## src/rtl/imem_loader_ctrl.sv

```systemverilog
// Boot loader for the instruction memory: packs a byte stream into big-endian words, writes them
// sequentially and arbitrates the read port with CPU fetch. Optional readback check: IMEM_VERIFY_EN.
module imem_loader_ctrl #(
    parameter int unsigned ADDR_W    = 10,
    parameter int unsigned BASE_ADDR = 0
) (
    input  logic              clk,
    input  logic              rst_n,
    input  logic              start,
    input  logic [ADDR_W-1:0] load_len,
    input  logic [7:0]        byte_in,
    input  logic              byte_valid,
    output logic              byte_ready,
    output logic [ADDR_W-1:0] mem_a,
    output logic [31:0]       mem_d,
    output logic              mem_we,
    output logic [ADDR_W-1:0] mem_dpra,
    input  logic [31:0]       mem_dpo,
    input  logic [ADDR_W-1:0] cpu_pc_addr,
    output logic [31:0]       cpu_instr,
    output logic              cpu_stall,
    output logic              busy,
    output logic              load_done,
    output logic              verify_err
);

    localparam logic [ADDR_W-1:0] Base = ADDR_W'(BASE_ADDR);
    localparam logic [ADDR_W-1:0] One  = ADDR_W'(1);

    typedef enum logic [2:0] {
        StIdle,
        StLoad,
        StWrite,
`ifdef IMEM_VERIFY_EN
        StVerify,
`endif
        StDone
    } state_e;

    state_e            state_q, state_d;
    logic [ADDR_W-1:0] len_q, len_d;
    logic [ADDR_W-1:0] word_cnt_q, word_cnt_d;
    logic [1:0]        byte_cnt_q, byte_cnt_d;
    // Only the first three bytes need holding; the fourth goes straight into mem_d.
    logic [23:0]       word_q, word_d;
    logic [ADDR_W-1:0] mem_a_q, mem_a_d;
    logic [31:0]       mem_d_q, mem_d_d;
    logic [ADDR_W-1:0] verify_addr;

`ifdef IMEM_VERIFY_EN
    logic [ADDR_W-1:0] rd_cnt_q, rd_cnt_d;
    logic [31:0]       wsum_q, wsum_d;
    logic [31:0]       rsum_q, rsum_d;
    logic              verr_q, verr_d;
`endif

    always_ff @(posedge clk or negedge rst_n) begin
        if (!rst_n) begin
            state_q    <= StIdle;
            len_q      <= '0;
            word_cnt_q <= '0;
            byte_cnt_q <= '0;
            word_q     <= '0;
            mem_a_q    <= '0;
            mem_d_q    <= '0;
        end else begin
            state_q    <= state_d;
            len_q      <= len_d;
            word_cnt_q <= word_cnt_d;
            byte_cnt_q <= byte_cnt_d;
            word_q     <= word_d;
            mem_a_q    <= mem_a_d;
            mem_d_q    <= mem_d_d;
        end
    end

`ifdef IMEM_VERIFY_EN
    always_ff @(posedge clk or negedge rst_n) begin
        if (!rst_n) begin
            rd_cnt_q <= '0;
            wsum_q   <= '0;
            rsum_q   <= '0;
            verr_q   <= 1'b0;
        end else begin
            rd_cnt_q <= rd_cnt_d;
            wsum_q   <= wsum_d;
            rsum_q   <= rsum_d;
            verr_q   <= verr_d;
        end
    end
`endif

    always_comb begin
        state_d     = state_q;
        len_d       = len_q;
        word_cnt_d  = word_cnt_q;
        byte_cnt_d  = byte_cnt_q;
        word_d      = word_q;
        mem_a_d     = mem_a_q;
        mem_d_d     = mem_d_q;
        byte_ready  = 1'b0;
        mem_we      = 1'b0;
        busy        = 1'b0;
        load_done   = 1'b0;
        verify_addr = '0;
`ifdef IMEM_VERIFY_EN
        rd_cnt_d    = rd_cnt_q;
        wsum_d      = wsum_q;
        rsum_d      = rsum_q;
        verr_d      = verr_q;
`endif

        case (state_q)
            StIdle: begin
                if (start) begin
`ifdef IMEM_VERIFY_EN
                    verr_d = 1'b0;
`endif
                    if (load_len != '0) begin
                        len_d      = load_len;
                        word_cnt_d = '0;
                        byte_cnt_d = '0;
`ifdef IMEM_VERIFY_EN
                        wsum_d     = '0;
`endif
                        state_d    = StLoad;
                    end else begin
                        state_d = StDone;
                    end
                end
            end

            StLoad: begin
                byte_ready = 1'b1;
                busy       = 1'b1;
                if (byte_valid) begin
                    byte_cnt_d = byte_cnt_q + 2'd1;
                    unique case (byte_cnt_q)
                        2'd0: word_d[23:16] = byte_in;
                        2'd1: word_d[15:8]  = byte_in;
                        2'd2: word_d[7:0]   = byte_in;
                        2'd3: begin
                            // Register the write so mem_a/mem_d stay put outside WRITE.
                            mem_a_d = Base + word_cnt_q;
                            mem_d_d = {word_q, byte_in};
                            state_d = StWrite;
                        end
                    endcase
                end
            end

            StWrite: begin
                busy   = 1'b1;
                mem_we = 1'b1;
`ifdef IMEM_VERIFY_EN
                wsum_d = wsum_q ^ mem_d_q;
`endif
                if (word_cnt_q == len_q - One) begin
`ifdef IMEM_VERIFY_EN
                    rd_cnt_d = '0;
                    rsum_d   = '0;
                    state_d  = StVerify;
`else
                    state_d  = StDone;
`endif
                end else begin
                    word_cnt_d = word_cnt_q + One;
                    byte_cnt_d = '0;
                    state_d    = StLoad;
                end
            end

`ifdef IMEM_VERIFY_EN
            StVerify: begin
                busy        = 1'b1;
                verify_addr = Base + rd_cnt_q;
                rsum_d      = rsum_q ^ mem_dpo;
                rd_cnt_d    = rd_cnt_q + One;
                if (rd_cnt_q == len_q - One) begin
                    if (rsum_d != wsum_q) begin
                        verr_d = 1'b1;
                    end
                    state_d = StDone;
                end
            end
`endif

            StDone: begin
                load_done = 1'b1;
                state_d   = StIdle;
            end

            default: state_d = StIdle;
        endcase
    end

    assign mem_a     = mem_a_q;
    assign mem_d     = mem_d_q;
    assign cpu_stall = busy;
    // While stalled the CPU sees a NOP and the read port belongs to the loader.
    assign mem_dpra  = busy ? verify_addr : cpu_pc_addr;
    assign cpu_instr = busy ? 32'h0000_0000 : mem_dpo;

`ifdef IMEM_VERIFY_EN
    assign verify_err = verr_q;
`else
    assign verify_err = 1'b0;
`endif

endmodule
```

## config.mk

```make
export PLATFORM = sky130hd
export DESIGN_NAME = imem_loader_ctrl
export DESIGN_NICKNAME = d
export VERILOG_FILES = /design/src/rtl/imem_loader_ctrl.sv
export SDC_FILE = /design/constraint.sdc
export NUM_CORES = 1
export LEC_CHECK = 0
export ABC_AREA = 1
export CORE_ASPECT_RATIO = 1.2
export CORE_UTILIZATION = 27
export CTS_BUF_LIST = sky130_fd_sc_hd__clkbuf_4 sky130_fd_sc_hd__clkbuf_8 sky130_fd_sc_hd__clkbuf_16
export DETAILED_ROUTE_END_ITERATION = 8
export SYNTH_ARGS = -nofsm -noshare
export SYNTH_HDL_FRONTEND = slang
export SYNTH_SLANG_ARGS = --single-unit
```

## constraint.sdc

```tcl
create_clock -name clk -period 2.73 [get_ports clk]
set_clock_uncertainty 0.2 [all_clocks]
set_input_delay 0.4095 -clock clk [delete_from_list [all_inputs] [get_ports clk]]
set_output_delay 0.4095 -clock clk [all_outputs]
set_load 0.1 [all_outputs]
```

==> results of run 1 <==
-- flip-flops by register name, summed over array words and instances (netlist names) --
signal      count
state_q         2
word_q         24
mem_a          10
word_cnt_q     10
byte_cnt_q      2
len_q          10
mem_d          32
-- path summary, 6_finish.rpt --
kind / start / endpoint / slack, ps / cells after the start
worst max-delay path: state_q[0]$_DFFE_PN0P_ / mem_dpra[9] / 290 / 5
worst min-delay path: word_q[1]$_DFFE_PN0P_ / word_q[1]$_DFFE_PN0P_ / 280 / 2
worst max register to register: len_q[0]$_DFFE_PN0P_ / word_cnt_q[1]$_DFFE_PN0P_ / 430 / 12
worst min register to register: word_q[1]$_DFFE_PN0P_ / word_q[1]$_DFFE_PN0P_ / 280 / 2
max in group asynchronous: rst_n / word_q[23]$_DFFE_PN0P_ / 1300 / 3
min in group asynchronous: rst_n / word_q[15]$_DFFE_PN0P_ / 390 / 2
-- synthesized netlist by cell type (2+ instances only) --
cell type | instances | share of area
xor2_1 | 8 | 0.015
mux2_2 | 28 | 0.069
a21oi_1 | 6 | 0.0066
nor2_2 | 5 | 0.0068
ha_1 | 10 | 0.027
buf_2 | 6 | 0.0066
inv_2 | 7 | 0.0057
nand2_1 | 113 | 0.093
clkbuf_1 | 12 | 0.0099
nor3_2 | 2 | 0.0044
buf_4 | 2 | 0.0033
nor2_1 | 71 | 0.058
nand2_2 | 3 | 0.0041
nand3_2 | 12 | 0.026
nand3_1 | 20 | 0.022
nor3_1 | 4 | 0.0044
dfrtp_1 | 90 | 0.49
inv_1 | 77 | 0.063
nand4_1 | 2 | 0.0027
xnor2_1 | 3 | 0.0057
nor2_4 | 3 | 0.0074
o21ai_0 | 45 | 0.049
-- cells in the final DEF, fill, tap and decap left out, drive strengths merged, types with 2 or more instances in the layout --
master and n:
nor3 6, inv 85, nand3 33, nor2 79, clkbuf 9, clkinv 2
o21ai 46, buf 102, xor2 8, a21oi 6, mux2 28, dfrtp 90
clkinvlp 2, nand2 116, xnor2 4, ha 10, clkdlybuf4s50 62, nand4 2
-- layout make-up --
type	count	share of cell area
tap	212	0.0363
clock inverter	6	0.00924
clock buffer	9	0.0308
timing repair buffer	165	0.268
multi-input combinational	342	0.304
inverter	84	0.0431
sequential	90	0.308
-- cells by family after synthesis --
family,after synthesis,synth area share
adders and majority gates,10,0.0274
AOI/OAI and AO/OA,53,0.0583
muxes,28,0.0690
buffers and inverters,105,0.0912
DFF,90,0.493
xor gates and xnor gates,12,0.0246
other,1,0.000820
and+or+nand+nor,238,0.236
-- tightest hold or removal path: stages (launching register included) --
cell     delay [ps]
dfrtp_1         340
nand2_1          50
o21ai_0          60
-- timing repair --
| action | CTS | global route |
|---|---|---|
| hold buffers | 1 | 0 |
| setup buffers | 0 | 0 |
| endpoints found under the hold margin | 35 | 0 |
-- per-layer routing --
layer | part of all wire | track usage
met4 | 0.0089 | 0.0364
met3 | 0.077 | 0.0461
met5 | 0 | 0
met1 | 0.41 | 0.170
met2 | 0.50 | 0.256
-- stage by stage --
step / instances / util / cell area [um^2] / hold slack [ps] / worst slack, ps
floorplan: 537 / - / 4880 / -86.1 / 62.4
global placement: 892 / 0.427 / 7010 / 204 / 466
detailed placement: 892 / 0.427 / 7010 / 210 / 428
CTS: 908 / 0.446 / 7310 / 286 / 249
global route: 908 / 0.446 / 7310 / 297 / 174
finish: 908 / 0.446 / 7310 / 282 / 288
==> impl_metrics.py, run 1 <==
metrics = {
    "outcome": {
        "status": "complete, no violations",
    },
    "timing": {
        "worst_pin_slew_ps": 589,
        "max_freq_mhz": 409,
        "hold_viol": 0,
        "slew_headroom": 0.606,
        "setup_viol": 0,
        "slew_violations": 0,
        "fin_crit_sh": 0.895,
        "rsz0062_at_grt": "false",
        "tns_ps": 0,
        "layout_min_cycle_time_ps": 2440,
    },
    "cts": {
        "cts_sinks": 90,
        "clk_pin_slew_ps": 70,
        "clockBufferDepth": 2,
        "insertion_delay_ps": 330,
        "cts_tree": "built",
        "cts_root_buf": "clkbuf_16",
        "ctsResizeCount": 0,
        "cts_made_buffers": 9,
        "htreeDepth": 3,
    },
    "worst_setup_path": {
        "critPathCaptureType": "output port",
        "critPathRequiredTime_ps": 2120,
        "crit_type": "reg2out",
        "max_stage_delay_ps": 430,
        "startpoint_type": "register",
        "path_buf_inv": 3,
        "crit_path_max_fanout": 10,
        "arrival_ps": 1830,
        "critical-path-top-delay-family": "buffers and inverters",
        "critPathSlowestCell": "ha_4",
        "crit_chain": "inv_1 -> ha_4 -> buf_4 -> nor2_2 -> buf_12",
    },
    "placement": {
        "portBuffers": 152,
        "hpwl_mm": 9.45,
        "gp_congestion": 0.774,
    },
    "grt": {
        "grt.total_usage": 0.145,
        "grt_first_pass_wirelength_mm": 19.7,
        "grt_max_degree": 39,
        "antenna_found_initial": 0,
        "grt_pass1_vias": 4001,
        "gr-total-overflow": 0,
    },
    "synth": {
        "syn_nets": 611,
        "ys_types": 30,
        "synthArstFlopShare": 1.00,
        "ys_ff_latch": 90,
        "synthesis.area_um2": 4570,
        "syn_area_per_cell_um2": 8.51,
        "syn_inst": 537,
        "synth_ff_type": "dfrtp_1",
        "yosysSeqAreaShare": 0.493,
        "synth-edff-count": 0,
        "ys_warn_count": 0,
    },
    "cells_and_area": {
        "drive_gt1_frac": 0.320,
        "nets": 766,
        "area_delta_synth_final_pct": 59.9,
        "n_antenna_cell": 0,
        "seq_area_um2": 2250,
        "multiInputGateArea_um2": 2220,
        "nFillCells": 1555,
    },
    "detailed_routing": {
        "drt_iter0_drc": 168,
        "drt_pass1_iterations": 4,
        "drc": 0,
        "wire_per_inst_um": 13.1,
        "drtAntennaViolNets": 0,
        "drt_wl_total_mm": 11.9,
        "vias_per_cell": 4.39,
        "num_vias": 3986,
    },
    "floorplan": {
        "dieArea_um2": 17500,
        "die_h_um": 145,
        "coreArea_um2": 16400,
        "io_pins": 154,
        "die_w_um": 121,
        "core.rowCount": 51,
        "initial_core_util": 0.279,
    },
    "hold_path": {
        "hold_path_class": "reg2reg",
    },
    "job": {
        "max_cap_violations": 0,
    },
}
Power of run 1 is left out: the tool's default activity adds up to more than one toggle a clock period on the data nets, which glitch-free logic cannot reach.
==> inputs of run 2 (changes only) <==
Settings changed: CTS_BUF_LIST sky130_fd_sc_hd__clkbuf_4 sky130_fd_sc_hd__clkbuf_8 sky130_fd_sc_hd__clkbuf_16 to sky130_fd_sc_hd__clkbuf_8, TNS_END_PERCENT set to 100.
==> impl_metrics.py, run 2 (synthesis gave the netlist of run 1 again) <==
metrics = {
    "hold_path": {
        "whs_endpoint": "word_q[1]$_DFFE_PN0P_",
        "min_path_cells": 2,
        "hold_path_class": "reg2reg",
        "hp-start": "word_q[1]$_DFFE_PN0P_",
    },
    "detailed_routing": {
        "drt_wl_total_mm": 11.9,
        "num_vias": 3956,
        "drt_iter0_drc": 198,
        "drc": 0,
        "drtAntennaViolNets": 0,
        "vias_per_cell": 4.36,
        "wire_per_inst_um": 13.1,
        "drt_pass1_iterations": 4,
    },
    "worst_setup_path": {
        "critPathRequiredTime_ps": 2120,
        "crit_start": "state_q[1]$_DFFE_PN0P_",
        "arrival_ps": 1860,
        "startpoint_type": "register",
        "r2r-start": "len_q[0]$_DFFE_PN0P_",
        "rrSetupSlack_ps": 430,
        "reg2reg_depth": 12,
        "reg2reg_to": "word_cnt_q[1]$_DFFE_PN0P_",
        "crit_path_max_fanout": 10,
        "crit_type": "reg2out",
        "critPathCaptureType": "output port",
    },
    "timing": {
        "worst_slack_ps": 261,
        "hold_viol": 0,
        "worst_pin_slew_ps": 581,
        "fin_crit_sh": 0.904,
        "timing.hold.ws_ps": 288,
        "slew_violations": 0,
        "tns_ps": 0,
        "setup_viol": 0,
        "slew_headroom": 0.611,
        "layout_min_cycle_time_ps": 2470,
        "max_freq_mhz": 405,
        "rsz0062_at_grt": "false",
    },
    "cells_and_area": {
        "largest_register_ffs": 32,
        "n_antenna_cell": 0,
        "nets": 766,
        "final_cell_mix": "nand2_1, dfrtp_1, inv_1, clkdlybuf4s50_1, buf_4",
        "drive_gt1_frac": 0.320,
        "layout_commonest_cell": "nand2_1",
        "final_cells": 908,
        "area_delta_synth_final_pct": 57.7,
    },
    "grt": {
        "grt_max_degree": 39,
        "gr-total-overflow": 0,
        "grt_first_pass_wirelength_mm": 19.6,
        "grt.total_usage": 0.145,
        "antenna_found_initial": 0,
        "grt_pass1_vias": 3989,
    },
    "floorplan": {
        "coreArea_um2": 16400,
        "dieArea_um2": 17500,
        "core.rowCount": 51,
        "io_pins": 154,
        "die_h_um": 145,
        "initial_core_util": 0.279,
        "die_w_um": 121,
    },
    "cts": {
        "cts_root_buf": "clkbuf_8",
        "insertion_delay_ps": 350,
        "cts_tree": "built",
        "cts_made_buffers": 9,
        "clk_pin_slew_ps": 90,
        "cts_sinks": 90,
        "clockBufferDepth": 2,
        "htreeDepth": 3,
        "ctsResizeCount": 0,
    },
    "outcome": {
        "status": "complete, no violations",
    },
    "placement": {
        "hpwl_mm": 9.45,
        "gp_congestion": 0.774,
        "placedCellCount": 892,
        "dp_slack_ps": 428,
        "portBuffers": 152,
    },
    "job": {
        "max_cap_violations": 0,
    },
}
==> run 2: area by class of cell <==
cell class                 instances  area (um^2)
fill                            1572         9190
sequential                        90         2250
multi-input combinational        342         2220
timing repair buffer             165         1960
inverter                          84          315
tap                              212          265
clock buffer                       9          124
clock inverter                     6         67.6
==> run 2: how the worst max path moves through the flow <==
stage                                 to  slack [ps]  depth (start not counted)
6_report                     mem_dpra[9]         260                          5
5_1_grt                    cpu_instr[31]         130                          5
4_1_cts                      mem_dpra[9]         220                          5
3_5_place_dp   word_cnt_q[1]$_DFFE_PN0P_         430                         11
3_3_place_gp   word_cnt_q[2]$_DFFE_PN0P_         470                          9
2_1_floorplan               cpu_instr[0]          60                          5
==> run 2: metrics by stage <==
stage | utilization | area, um^2
3_5_place_dp | 0.427 | 7010
4_1_cts | 0.440 | 7210
3_3_place_gp | 0.427 | 7010
2_1_floorplan | - | 4880
6_report | 0.440 | 7210
5_1_grt | 0.440 | 7210
==> run 2: routing by layer <==
metal,GRT usage,vias up,part of all wire
li1,-,1969,-
met1,0.171,1849,0.41
met2,0.255,132,0.51
met3,0.0473,6,0.079
met4,0.0325,0,0.0068
met5,0,-,0
==> run 2: repair_timing <==
item	4_1_cts	5_1_grt
buffers inserted	0	0
hold endpoints to repair	35	0
hold buffers	1	0
==> run 2: worst max-delay path, cell delays in order, from the launching register on <==
cell and delay [ps]:
dfrtp_1 410, inv_1 100, ha_4 430, buf_4 300
nor2_2 90, buf_12 170
Power of run 2 is left out for the same reason.
